## src/rtl/ad396x_pkg.sv

```systemverilog
// Shared types for the AD936x front-end emulator.
package ad396x_pkg;

  localparam int AD396X_DATA_WIDTH = 12;

  typedef struct packed {
    logic [AD396X_DATA_WIDTH-1:0] i;
    logic [AD396X_DATA_WIDTH-1:0] q;
  } iq_sample_t;

  typedef enum logic {
    SLOT_I = 1'b0,
    SLOT_Q = 1'b1
  } slot_e;

endpackage

```

## src/rtl/ad396x_clk_divider.sv

```systemverilog
// Port clock generator: divides clk by 2*CLK_DIV, gates only ahead of an I slot,
// and emits single-cycle strobes for the coming rising/falling data_clk edges.
module ad396x_clk_divider #(
  parameter int CLK_DIV = 4
) (
  input  logic clk,
  input  logic rst_n,
  input  logic en_i,
  input  logic keep_running_i,
  output logic data_clk_o,
  output logic rise_next_o,
  output logic rise_o,
  output logic fall_o
);

  localparam int DW = $clog2(CLK_DIV);
  localparam logic [DW-1:0] DIV_MAX = DW'(CLK_DIV - 1);

  if (CLK_DIV < 4) begin : g_bad_clk_div
    $error("ad396x_clk_divider: CLK_DIV must be at least 4");
  end

  logic [DW-1:0] div_q, div_d;
  logic          clk_q, clk_d;
  logic          rise_q;
  logic          run_s;
  logic          wrap_s;

  // Divider advance and data_clk toggle; the low phase is gated only when no pair is in flight.
  always_comb begin
    run_s  = clk_q | en_i | keep_running_i;
    wrap_s = run_s && (div_q == DIV_MAX);
    div_d  = '0;
    clk_d  = clk_q;
    if (wrap_s) begin
      div_d = '0;
      clk_d = ~clk_q;
    end else if (run_s) begin
      div_d = div_q + DW'(1);
    end else begin
      div_d = '0;
    end
  end

  // State register for divider, port clock and delayed rise strobe.
  always_ff @(posedge clk or negedge rst_n) begin
    if (!rst_n) begin
      div_q  <= '0;
      clk_q  <= 1'b0;
      rise_q <= 1'b0;
    end else begin
      div_q  <= div_d;
      clk_q  <= clk_d;
      rise_q <= wrap_s & ~clk_q;
    end
  end

  assign data_clk_o  = clk_q;
  assign rise_next_o = wrap_s & ~clk_q;
  assign rise_o      = rise_q;
  assign fall_o      = wrap_s & clk_q;

endmodule

```

## src/rtl/ad396x_frontend_emulator.sv

```systemverilog
// AD936x-side emulator of the 1R1T CMOS data port: sends source I/Q as rx slots
// and reassembles tx I/Q pairs from the BBP into a sink stream.
module ad396x_frontend_emulator
  import ad396x_pkg::*;
#(
  parameter int DATA_WIDTH = AD396X_DATA_WIDTH,
  parameter int CLK_DIV    = 4,
  parameter int CNT_WIDTH  = 16
) (
  input  logic                  clk,
  input  logic                  rst_n,
  input  logic                  en,
  input  logic [DATA_WIDTH-1:0] src_i,
  input  logic [DATA_WIDTH-1:0] src_q,
  input  logic                  src_valid,
  output logic                  src_ready,
  output logic [DATA_WIDTH-1:0] sink_i,
  output logic [DATA_WIDTH-1:0] sink_q,
  output logic                  sink_valid,
  output logic                  ad396x_data_clk,
  output logic                  ad396x_rx_frame,
  output logic [DATA_WIDTH-1:0] ad396x_rx_data,
  input  logic                  ad396x_tx_frame,
  input  logic [DATA_WIDTH-1:0] ad396x_tx_data,
  output logic [CNT_WIDTH-1:0]  rx_underruns,
  output logic [CNT_WIDTH-1:0]  tx_frame_errors
);

  if (DATA_WIDTH != AD396X_DATA_WIDTH) begin : g_bad_width
    $error("ad396x_frontend_emulator: DATA_WIDTH must match AD396X_DATA_WIDTH");
  end

  function automatic logic [CNT_WIDTH-1:0] sat_inc(input logic [CNT_WIDTH-1:0] v);
    return (&v) ? v : v + CNT_WIDTH'(1);
  endfunction

  logic rise_next_s, rise_s, fall_s;

  slot_e                 slot_q, slot_d;
  logic [DATA_WIDTH-1:0] q_hold_q, q_hold_d;
  logic                  hold_valid_q, hold_valid_d;
  logic                  rx_frame_q, rx_frame_d;
  logic [DATA_WIDTH-1:0] rx_data_q, rx_data_d;
  logic [CNT_WIDTH-1:0]  under_q, under_d;
  logic                  pend_q, pend_d;
  logic [DATA_WIDTH-1:0] pend_i_q, pend_i_d;
  iq_sample_t            sink_pair_q, sink_pair_d;
  logic                  sink_valid_q, sink_valid_d;
  logic [CNT_WIDTH-1:0]  err_q, err_d;

  ad396x_clk_divider #(.CLK_DIV(CLK_DIV)) u_clk_divider (
    .clk            (clk),
    .rst_n          (rst_n),
    .en_i           (en),
    .keep_running_i (slot_q == SLOT_Q),
    .data_clk_o     (ad396x_data_clk),
    .rise_next_o    (rise_next_s),
    .rise_o         (rise_s),
    .fall_o         (fall_s)
  );

  assign src_ready = rise_next_s && (slot_q == SLOT_I);

  // Rx slot sequencing, underrun accounting and tx pair reassembly.
  always_comb begin
    slot_d       = slot_q;
    q_hold_d     = q_hold_q;
    hold_valid_d = hold_valid_q;
    rx_frame_d   = rx_frame_q;
    rx_data_d    = rx_data_q;
    under_d      = under_q;
    pend_d       = pend_q;
    pend_i_d     = pend_i_q;
    sink_pair_d  = sink_pair_q;
    sink_valid_d = 1'b0;
    err_d        = err_q;

    if (rise_next_s && (slot_q == SLOT_I)) begin
      slot_d       = SLOT_Q;
      rx_frame_d   = 1'b1;
      hold_valid_d = src_valid;
      rx_data_d    = src_valid ? src_i : '0;
      q_hold_d     = src_valid ? src_q : '0;
    end else if (rise_next_s) begin
      slot_d     = SLOT_I;
      rx_frame_d = 1'b0;
      rx_data_d  = q_hold_q;
    end else begin
      slot_d = slot_q;
    end

    // rise_s lands one cycle after the I slot went out, so rx_frame_q marks it.
    if (rise_s && rx_frame_q && !hold_valid_q) begin
      under_d = sat_inc(under_q);
    end else begin
      under_d = under_q;
    end

    if (fall_s && ad396x_tx_frame) begin
      pend_d   = 1'b1;
      pend_i_d = ad396x_tx_data;
      err_d    = pend_q ? sat_inc(err_q) : err_q;
    end else if (fall_s && pend_q) begin
      pend_d        = 1'b0;
      sink_pair_d.i = pend_i_q;
      sink_pair_d.q = ad396x_tx_data;
      sink_valid_d  = 1'b1;
    end else begin
      pend_d = pend_q;
    end
  end

  // State registers for the rx and tx paths.
  always_ff @(posedge clk or negedge rst_n) begin
    if (!rst_n) begin
      slot_q       <= SLOT_I;
      q_hold_q     <= '0;
      hold_valid_q <= 1'b0;
      rx_frame_q   <= 1'b0;
      rx_data_q    <= '0;
      under_q      <= '0;
      pend_q       <= 1'b0;
      pend_i_q     <= '0;
      sink_pair_q  <= '0;
      sink_valid_q <= 1'b0;
      err_q        <= '0;
    end else begin
      slot_q       <= slot_d;
      q_hold_q     <= q_hold_d;
      hold_valid_q <= hold_valid_d;
      rx_frame_q   <= rx_frame_d;
      rx_data_q    <= rx_data_d;
      under_q      <= under_d;
      pend_q       <= pend_d;
      pend_i_q     <= pend_i_d;
      sink_pair_q  <= sink_pair_d;
      sink_valid_q <= sink_valid_d;
      err_q        <= err_d;
    end
  end

  assign ad396x_rx_frame = rx_frame_q;
  assign ad396x_rx_data  = rx_data_q;
  assign sink_i          = sink_pair_q.i;
  assign sink_q          = sink_pair_q.q;
  assign sink_valid      = sink_valid_q;
  assign rx_underruns    = under_q;
  assign tx_frame_errors = err_q;

endmodule

```

## config.mk

```make
export PLATFORM = sky130hd
export DESIGN_NAME = ad396x_frontend_emulator
export DESIGN_NICKNAME = d
export VERILOG_FILES = /design/src/rtl/ad396x_pkg.sv /design/src/rtl/ad396x_clk_divider.sv /design/src/rtl/ad396x_frontend_emulator.sv
export SDC_FILE = /design/constraint.sdc
export NUM_CORES = 1
export LEC_CHECK = 0
export ABC_AREA = 1
export CAP_MARGIN = 20
export CELL_PAD_IN_SITES_DETAIL_PLACEMENT = 1
export CELL_PAD_IN_SITES_GLOBAL_PLACEMENT = 1
export CORE_MARGIN = 2
export CORE_UTILIZATION = 37
export DETAILED_ROUTE_END_ITERATION = 8
export GPL_TIMING_DRIVEN = 1
export PLACE_DENSITY = 0.87
export SYNTH_ARGS = -nofsm -noshare
export SYNTH_HDL_FRONTEND = slang
export SYNTH_SLANG_ARGS = --single-unit
```

## constraint.sdc

```tcl
create_clock -name clk -period 1.76 [get_ports clk]
set_input_delay 0.352 -clock clk [delete_from_list [all_inputs] [get_ports clk]]
set_output_delay 0.352 -clock clk [all_outputs]
set_load 0.01 [all_outputs]
```

# Yosys cells after proc, flatten, opt, wreduce, memory -nomap -nowiden
# Cells that the tools add are included.
[totals]
reg_bits = 100
latchBits = 0
ram_bits = 0
romBits = 0
input_bits = 41
output_inout_bits = 72
elab_cells = 53
n_memories = 0
[classes]
addsub = 3
multipliers = 0
div_mod_pow = 0
magnitude_cmp = 0
eq_ne = 1
shifts = 0
mux = 12
bitwise = 9
reduce_logical = 14
[ops]
columns = ["cell", "n"]
rows = [
  ["$mux W12", 4],
  ["$add A16 B1 Y16 const B", 2],
  ["$reduce_and A16 Y1", 2],
  ["$logic_and A1 B1 Y1", 6],
  ["$mux W1", 6],
  ["$not A1 Y1", 5],
  ["$mux W2", 2],
  ["$reduce_and A2 Y1", 2],
  ["$reduce_bool A2 Y1", 2],
  ["$reduce_and A3 Y1", 1],
  ["$add A2 B1 Y2 const B", 1],
  ["$and A1 B1 Y1", 2],
  ["$eq A2 B2 Y1 const B", 1],
  ["$or A1 B1 Y1", 2],
  ["$logic_not A1 Y1", 1],
]

# Logic depth before layout (Yosys ltp)
[depth]
word_depth = 7
depth_mapped = 11
depth_no_buf = 10

# By module
# A second synthesis with hierarchy kept.
[hier_totals]
cells_unflattened = 578
hier_area_um2 = 4643.2
[by_module_without_submodules]
columns = ["mod", "instances", "cells_each", "area_each_um2", "seq_area_each_um2"]
rows = [
  ["ad396x_frontend_emulator", 1, 557, 4460.5, 2402.3],
  ["ad396x_clk_divider", 1, 21, 182.7, 100.1],
]

# Least setup slack after synthesis
# OpenSTA, ideal clock, no wires.
[synth_path]
kind = "flip-flop to flip-flop"
from = "register under_q[0] (netlist: rx_underruns[0])"
to = "register under_q[3] (netlist: rx_underruns[3])"
setup_ps = 116
arrival_ps = 1436
t_required_ps = 1644
slack_ps = 208
stages_incl_launch_ff = 12
path_buffers = 1
synth_period_minus_slack_ps = 1552
cell_sequence = "dfrtp_1 > ha_1 > nand3_2 > inv_1 > nand2_2 > inv_2 > nand2_2 > nand2_4 > inv_2 > buf_6 > nand2_1 > nand2_1"
[synth_between]
elab_chain_cells = 3
word_cells_on_any_way = 4
classes_between = "1 x add/sub; 1 x bitwise; 2 x reduce/logical"
[synth_rtl]
columns = ["element", "line_no", "source"]
rows = [
  ["from (decl)", "ad396x_frontend_emulator.sv:44", "logic [CNT_WIDTH-1:0] under_q, under_d;"],
  ["from (signal assigned)", "ad396x_frontend_emulator.sv:133", "under_q <= under_d;"],
  ["parallel branches: the longest is 3 deep, another holds $add A16 B1 Y16", "-", ""],
]
# Several ways; the timed one is not identified.
# A chain may end at the register's enable or synchronous reset.

# Worst setup path after layout
[layout_path]
from = "register under_q[14] (netlist: rx_underruns[14])"
to = "output port rx_underruns[14]"
[layout_rtl]
columns = ["element", "line_no", "source"]
rows = [
  ["to (decl)", "ad396x_frontend_emulator.sv:25", "output logic [CNT_WIDTH-1:0] rx_underruns,"],
]
# No word-level cell between the ends.

==> run_results.csv <==
group,metric,value,unit
yosys,avgSynthCellArea,8.36,µm²
cts,clock_path_buffers,2,
yosys,synth_common_cells,"nand2_1, dfrtp_1, nand3_1",
yosys,synth_cell_types,29,
cts,cts_num_sinks,100,
power,power,0.00824,W
final_layout,post_route_cells_drive_above_1_share,11.4,%
setup_path,worst_ep_required_time,1.41,ns
setup_path,cp.arrival,1.38,ns
yosys,synth_top_area_cell,"dfrtp_1",
yosys,syn-num-nets,609,
power,pwr-share-clk,23.4,%
final_layout,diodes,0,
floorplanning,io_pins,113,
yosys,ys_ff_latch,100,
yosys,synth_area,0.00472,mm²
floorplanning,die-height,117,µm
power,p_sw_share,33.0,%
setup_path,slowest_stage,"clkdlybuf4s50_1",
grt,track_usage,19.7,%
route,dr.pass1.iters,4,
placement,dpl_cell_area,0.00607,mm²
timing,slew-limit-headroom,62.0,%
yosys,syn_inst,565,
job,maxCapViolations,0,
grt,grt_pass1_wl,21200,µm
floorplanning,num_rows,41,
route,drc_errors,0,
route,vias_per_cell,4.92,
placement,hpwl,9490,µm
setup_path,crit_fanout,6,
grt,grt_max_degree,101,
timing,fmax,0.576,GHz
grt,grt.overflow.total,0,
cts,h-tree-depth,3,
route,vias,4238,
placement,gp_congestion,0.825,
power,ir_worst_vdd,0.934,mV
power,leakage,2.96,nW
worst_hold_path,holdCritPathClass,"input port to asynchronous set/reset pin",
yosys,netlist.area_leader.share,53.0,%
power,p_int,0.00552,W
run_status,outcome,"complete, no violations",
timing,slew_viol_final,0,
cts,cts_tree,"built",
floorplanning,core_area,0.0125,mm²
power,pwr-share-seq,42.9,%
timing,setup_tns,0,ns
setup_path,endpoint_kind,"output port",
route,totalWireLength,13000,µm
final_layout,layout.nets,730,
final_layout,syn_to_final_growth,35.2,%
timing,rsz0062_at_grt,"no",
timing,fin_crit_sh,98.7,%
placement,portBuffers,112,
final_layout,fill_cells,1511,
cts,path_clk_slew,0.07,ns
final_layout,design_area,0.00639,mm²
timing,finalSetupViolCount,0,
setup_path,worstSetupPathType,"flip-flop to output port",
power,combPwrFrac,33.7,%
timing,tightest_slew,0.570,ns
yosys,synth_most_common_cell,"nand2_1",
timing,worst_slack,0.0236,ns
timing,finClkSkew,0.00870,ns
floorplanning,start_util,37.7,%
cts,hold_buffers,0,
route,drtIter0Drc,204,
floorplanning,die_w,117,µm
grt,antenna_found_initial,0,
yosys,ys_seq_area_share,53.0,%
cts,cts_buffers,9,
yosys,yosys_warnings,0,
setup_path,cp_top_family,"buffers and inverters",
grt,grt_pass1_vias,4454,
setup_path,crit_path_start_kind,"flip-flop",
yosys,ys.flop_type,"dfrtp_1",
yosys,synth_edf_count,0,
yosys,async_flop_share,100,%
cts,cts_root_buffer,"clkbuf_16",
setup_path,worst-path-buf-inv,1,
setup_path,cpPeakStageDelay,0.58,ns
setup_path,cp_cell_sequence,"clkdlybuf4s50_1",
floorplanning,dieArea,0.0137,mm²
timing,fin_crit,1.74,ns
placement,place_ws,-0.206,ns
power,powerDensity,1290,mW/mm²
route,ant_nets,0,
cts,insertion_delay,0.35,ns
power,power.switching,0.00272,W
route,wire_per_inst,15.0,µm
timing,hold_violations,0,
yosys,netlist_top_cells_area,"dfrtp_1, nand2_1, nand3_1, o21ai_0, inv_1",
==> power groups by stage <==
stage	sequential (W)	combinational [W]	clock (W)
finish	0.00354	0.00278	0.00193
global placement	0.00352	0.00264	0
detailed placement	0.00357	0.00280	0
CTS	0.00355	0.00279	0.00197
floorplan	0.00370	0.00104	0
global route	0.00363	0.00306	0.00205
==> registers in the layout (all words and copies together), names as in the netlist, 2 cells and up <==
register and count:
tx_frame_errors 16, pend_i_q 12, q_hold_q 12, sink_i 12, sink_q 12, rx_underruns 16
ad396x_rx_data 12, u_clk_divider.div_q 2
==> through the flow <==
step                utilization, %  std cells  hold WS (ns)
global placement              48.5        845         0.426
floorplan                        -        565        0.0564
detailed placement            48.5        845         0.459
finish                        51.0        862        0.0239
CTS                           50.8        860        0.0832
global route                  51.0        862        0.0740
==> final timing paths <==
check	startpoint	end	slack (ns)	depth (start not counted)
worst max-delay path	rx_underruns[14]	rx_underruns[14]	0.02	1
worst min-delay path	rst_n	tx_frame_errors[15]	0.02	2
worst max register to register	tx_frame_errors[1]	tx_frame_errors[1]	0.13	9
worst min register to register	sink_i[10]	sink_i[10]	0.48	2
max in group asynchronous	rst_n	rx_underruns[10]	1.23	2
min in group clk	sink_i[10]	sink_i[10]	0.48	2
==> logic make-up after synthesis <==
| kind of cell | share of synthesized area [%] |
|---|---|
| AOI/OAI and AO/OA | 8.16 |
| xor gates and xnor gates | 2.41 |
| adders and majority gates | 0.795 |
| buffers and inverters | 5.83 |
| DFF | 53.0 |
| and+or+nand+nor | 29.8 |
==> layout make-up <==
type | instances | area, µm² | area share (%)
multi-input combinational | 406 | 1950 | 30.6
inverter | 39 | 149 | 2.33
timing repair buffer | 130 | 1260 | 19.8
sequential | 100 | 2520 | 39.5
clock buffer | 10 | 239 | 3.74
clock inverter | 5 | 42.5 | 0.666
tap | 172 | 215 | 3.37
==> layout by cell type, fill, tap and decap left out, drive strengths merged <==
| cell | instances |
|---|---|
| nand4 | 11 |
| clkinv | 1 |
| dlygate4sd2 | 3 |
| o21ai | 44 |
| inv | 43 |
| ha | 3 |
| nand3b | 3 |
| clkdlybuf4s50 | 107 |
| xnor2 | 10 |
| a2bb2oi | 12 |
| clkbuf | 11 |
| nand2 | 230 |
| nand3 | 35 |
| buf | 19 |
| nor2 | 38 |
| nor3 | 4 |
| a21oi | 12 |
| xor2 | 3 |
| nor3b | 1 |
| dfrtp | 100 |
==> metal layers <==
layer  up-vias  global-route usage (%)  share of wire [%]
li1       2044                       -                  -
met1      2082                    23.5                 42
met2        90                    35.2                 52
met3        22                    2.99                3.3
met4         0                    8.71                2.7
met5         -                       0                  0
==> timing repair <==
item	in CTS	in global routing
resized for setup	10	16
setup buffers	0	1
pin swaps	0	1
endpoints found under the setup margin	8	48
cloned	0	1
(Power assumes the default switching activity.)
==> patch: new RTL, same flow settings <==
`CLK_DIV` is set to 4 in 2 places; all go to 8.
--- a/src/rtl/ad396x_clk_divider.sv
+++ b/src/rtl/ad396x_clk_divider.sv
@@ -3,3 +3,3 @@
 module ad396x_clk_divider #(
-  parameter int CLK_DIV = 4
+  parameter int CLK_DIV = 8
 ) (
--- a/src/rtl/ad396x_frontend_emulator.sv
+++ b/src/rtl/ad396x_frontend_emulator.sv
@@ -6,3 +6,3 @@
   parameter int DATA_WIDTH = AD396X_DATA_WIDTH,
-  parameter int CLK_DIV    = 4,
+  parameter int CLK_DIV    = 8,
   parameter int CNT_WIDTH  = 16
Function: changed (a bounded check fails within 4 cycles, from zero or initial values and one cycle with rst_n low).
==> patch against the original RTL <==
- design area increased by 3.7%
- routed wire length increased by 4.6%
- worst setup slack improved by 6.0 ps
- synthesized area increased by 0.29%
- critical path depth increased by 4
- sequential cell count increased by 1
- critical path type unchanged
- critical endpoint is now src_ready
- highest routed layer unchanged
Power is not compared: it rests on default switching activity, and its combinational part moved more than twofold at a synthesized area within 25%.
==> patch: results (changes against the original RTL) <==
| Metric | Value |
|---|---|
| Headroom to the max-slew limit | 70.15% (+8.1 points) |
| First-pass GRT wire length | 22600 um (+6.7%) |
| Bufs on Longest Clock Path | 2 (unchanged) |
| R2r startpoint | tx_frame_errors[0] |
| WHS | 484.3 ps (+460.4 ps) |
| FFs w/ async S/R, synth | 100.0% (unchanged) |
| CP arrival | 1380 ps (about the same) |
| HP Class | register to register |
| ANT cells | 0 (unchanged) |
| RR Endpoint | tx_frame_errors[11] |
| Outcome | finished, final reports clean |
| Routed vias | 4353 (+2.7%) |
| Slowest CP cell | dfrtp_1 |
| GRT Util Overall | 21.16% (+1.5 points) |
| Initial antenna violation count | 0 (unchanged) |
| Worst hold stages | 2 |
| Layout cells sized above 1 | 11.91% (+0.46 points) |
| Hold_sp | sink_i[3] |
| Net Count, Synth | 638 (+4.8%) |
| Largest net degree at the start of global routing | 41 (-59%) |
| RD Place Congestion | 0.8305 (+0.65%) |
| Reg clk slew, reported paths | 70 ps (about the same) |
| Vias in the first global route | 4612 (+3.5%) |
| Reg2Reg Depth | 10 (+1) |
| Placed cell count | 874 (+3.4%) |
| Post-DP HPWL | 9668 um (+1.9%) |
| Detailed router's first-iteration violation count | 203 (-0.49%) |
| Clock Skew | 6.924 ps (-1.778 ps) |
| Largest stage delay, worst path | 390 ps (-190 ps) |
| First-pass detailed-route iteration total | 4 (unchanged) |
| Number of distinct library cells after synthesis | 25 (-14%) |
| R2R setup slack | 120 ps |
| Synthesized area per cell | 7.988 um2 (-4.4%) |
| Delay-heaviest family, CP | adder cells |
| Crit Path Max Fanout | 5 (-1) |
| Synth area leaders | dfrtp_1, nand2_1, o21ai_0 |
| Final wirelength | 13560 um (+4.6%) |
| Synth warn | 0 (unchanged) |
| Synth top cells by count | nand2_1, dfrtp_1, o21ai_0, inv_1, nor2_1 |
| Fillcell total | 1512 (+0.066%) |
| DR vias/cell | 4.869 (-0.96%) |
| Sequential share of the synthesized area | 53.35% (+0.37 points) |
| Layout net count | 762 (+4.4%) |
| Pleak | 3.135 nW |
| Clk_lat worst skew | 360 ps |
| H-tree depth | 3 (unchanged) |
==> patch: cell types whose count changed after synthesis, sizes merged, moves of 2 or more <==
cell	unedited run	this run
nor2	37	39
o21ai	44	56
a2bb2oi	12	0
nand3	35	22
nand2	230	281
buf	13	11
a21oi	12	0
==> patch: logic make-up after synthesis <==
| kind of cell | after synthesis | share of synthesized area (%) |
|---|---|---|
| buffers and inverters | 59 | 5.547 |
| XOR/XNOR | 14 | 2.589 |
| adder cells (fa/ha/maj) | 4 | 1.057 |
| AND/OR/NAND/NOR | 359 | 31.54 |
| AO/OA/AOI/OAI | 56 | 5.917 |
| flip-flops | 101 | 53.35 |
==> patch: report_power, final <==
group | internal [mW] | switching [mW]
clock | 1.42 | 0.953
sequential | 2.46 | 0.0748
combinational | 0.310 | 0.333
==> patch: worst max path at each step <==
stage | depth (start not counted) | endpoint | from | slack [ps]
floorplan | 6 | src_ready | u_clk_divider.div_q[0] | 100
global placement | 4 | src_ready | en | -140
detailed placement | 4 | src_ready | en | -160
CTS | 5 | src_ready | u_clk_divider.div_q[1] | -70
global route | 5 | src_ready | u_clk_divider.div_q[0] | -20
finish | 5 | src_ready | u_clk_divider.div_q[0] | 30
==> patch: layer usage <==
metal	GRT usage (%)	vias up	routed length [um]
met5	0	-	0
met4	7.137	0	165
met3	3.605	10	476
met2	36.70	77	6898
met1	26.81	2168	6021
li1	-	2098	-
==> patch: worst reg2reg max path, stage by stage (launching register included) <==
cell and delay [ps]:
dfrtp_2 420, ha_4 170, nand2_2 70, nor2_4 110, nand2_2 120, nor2_4 170
nor2_2 60, buf_12 150, nand2_4 150, nand2_1 80, nand2_1 70
==> patch: final cells by class <==
cell class	instances	area, um2	area share (%)
clock buffer	9	225.2	3.401
tap	172	215.2	3.250
sequential	101	2552	38.54
inverter	39	148.9	2.248
clock inverter	7	128.9	1.946
multi-input combinational	433	2007	30.30
timing repair buffer	133	1345	20.31
==> patch: repair_timing <==
item	in CTS	in global routing
hold endpoints to repair	30	0
hold buffers	1	0
buffers inserted	1	2
endpoints found under the setup margin	49	33
gates resized for setup	22	21
pin swaps	1	3
==> patch: stage by stage <==
stage | setup slack [ps] | power (mW) | cell area (um2)
after global routing | -15.27 | 5.774 | 6623
after detailed placement | -155.8 | 3.164 | 6145
after CTS | -72.63 | 5.605 | 6558
after floorplan | 104.8 | 2.799 | 4737
final | 29.59 | 5.544 | 6623
after global placement | -139.0 | 3.119 | 6145
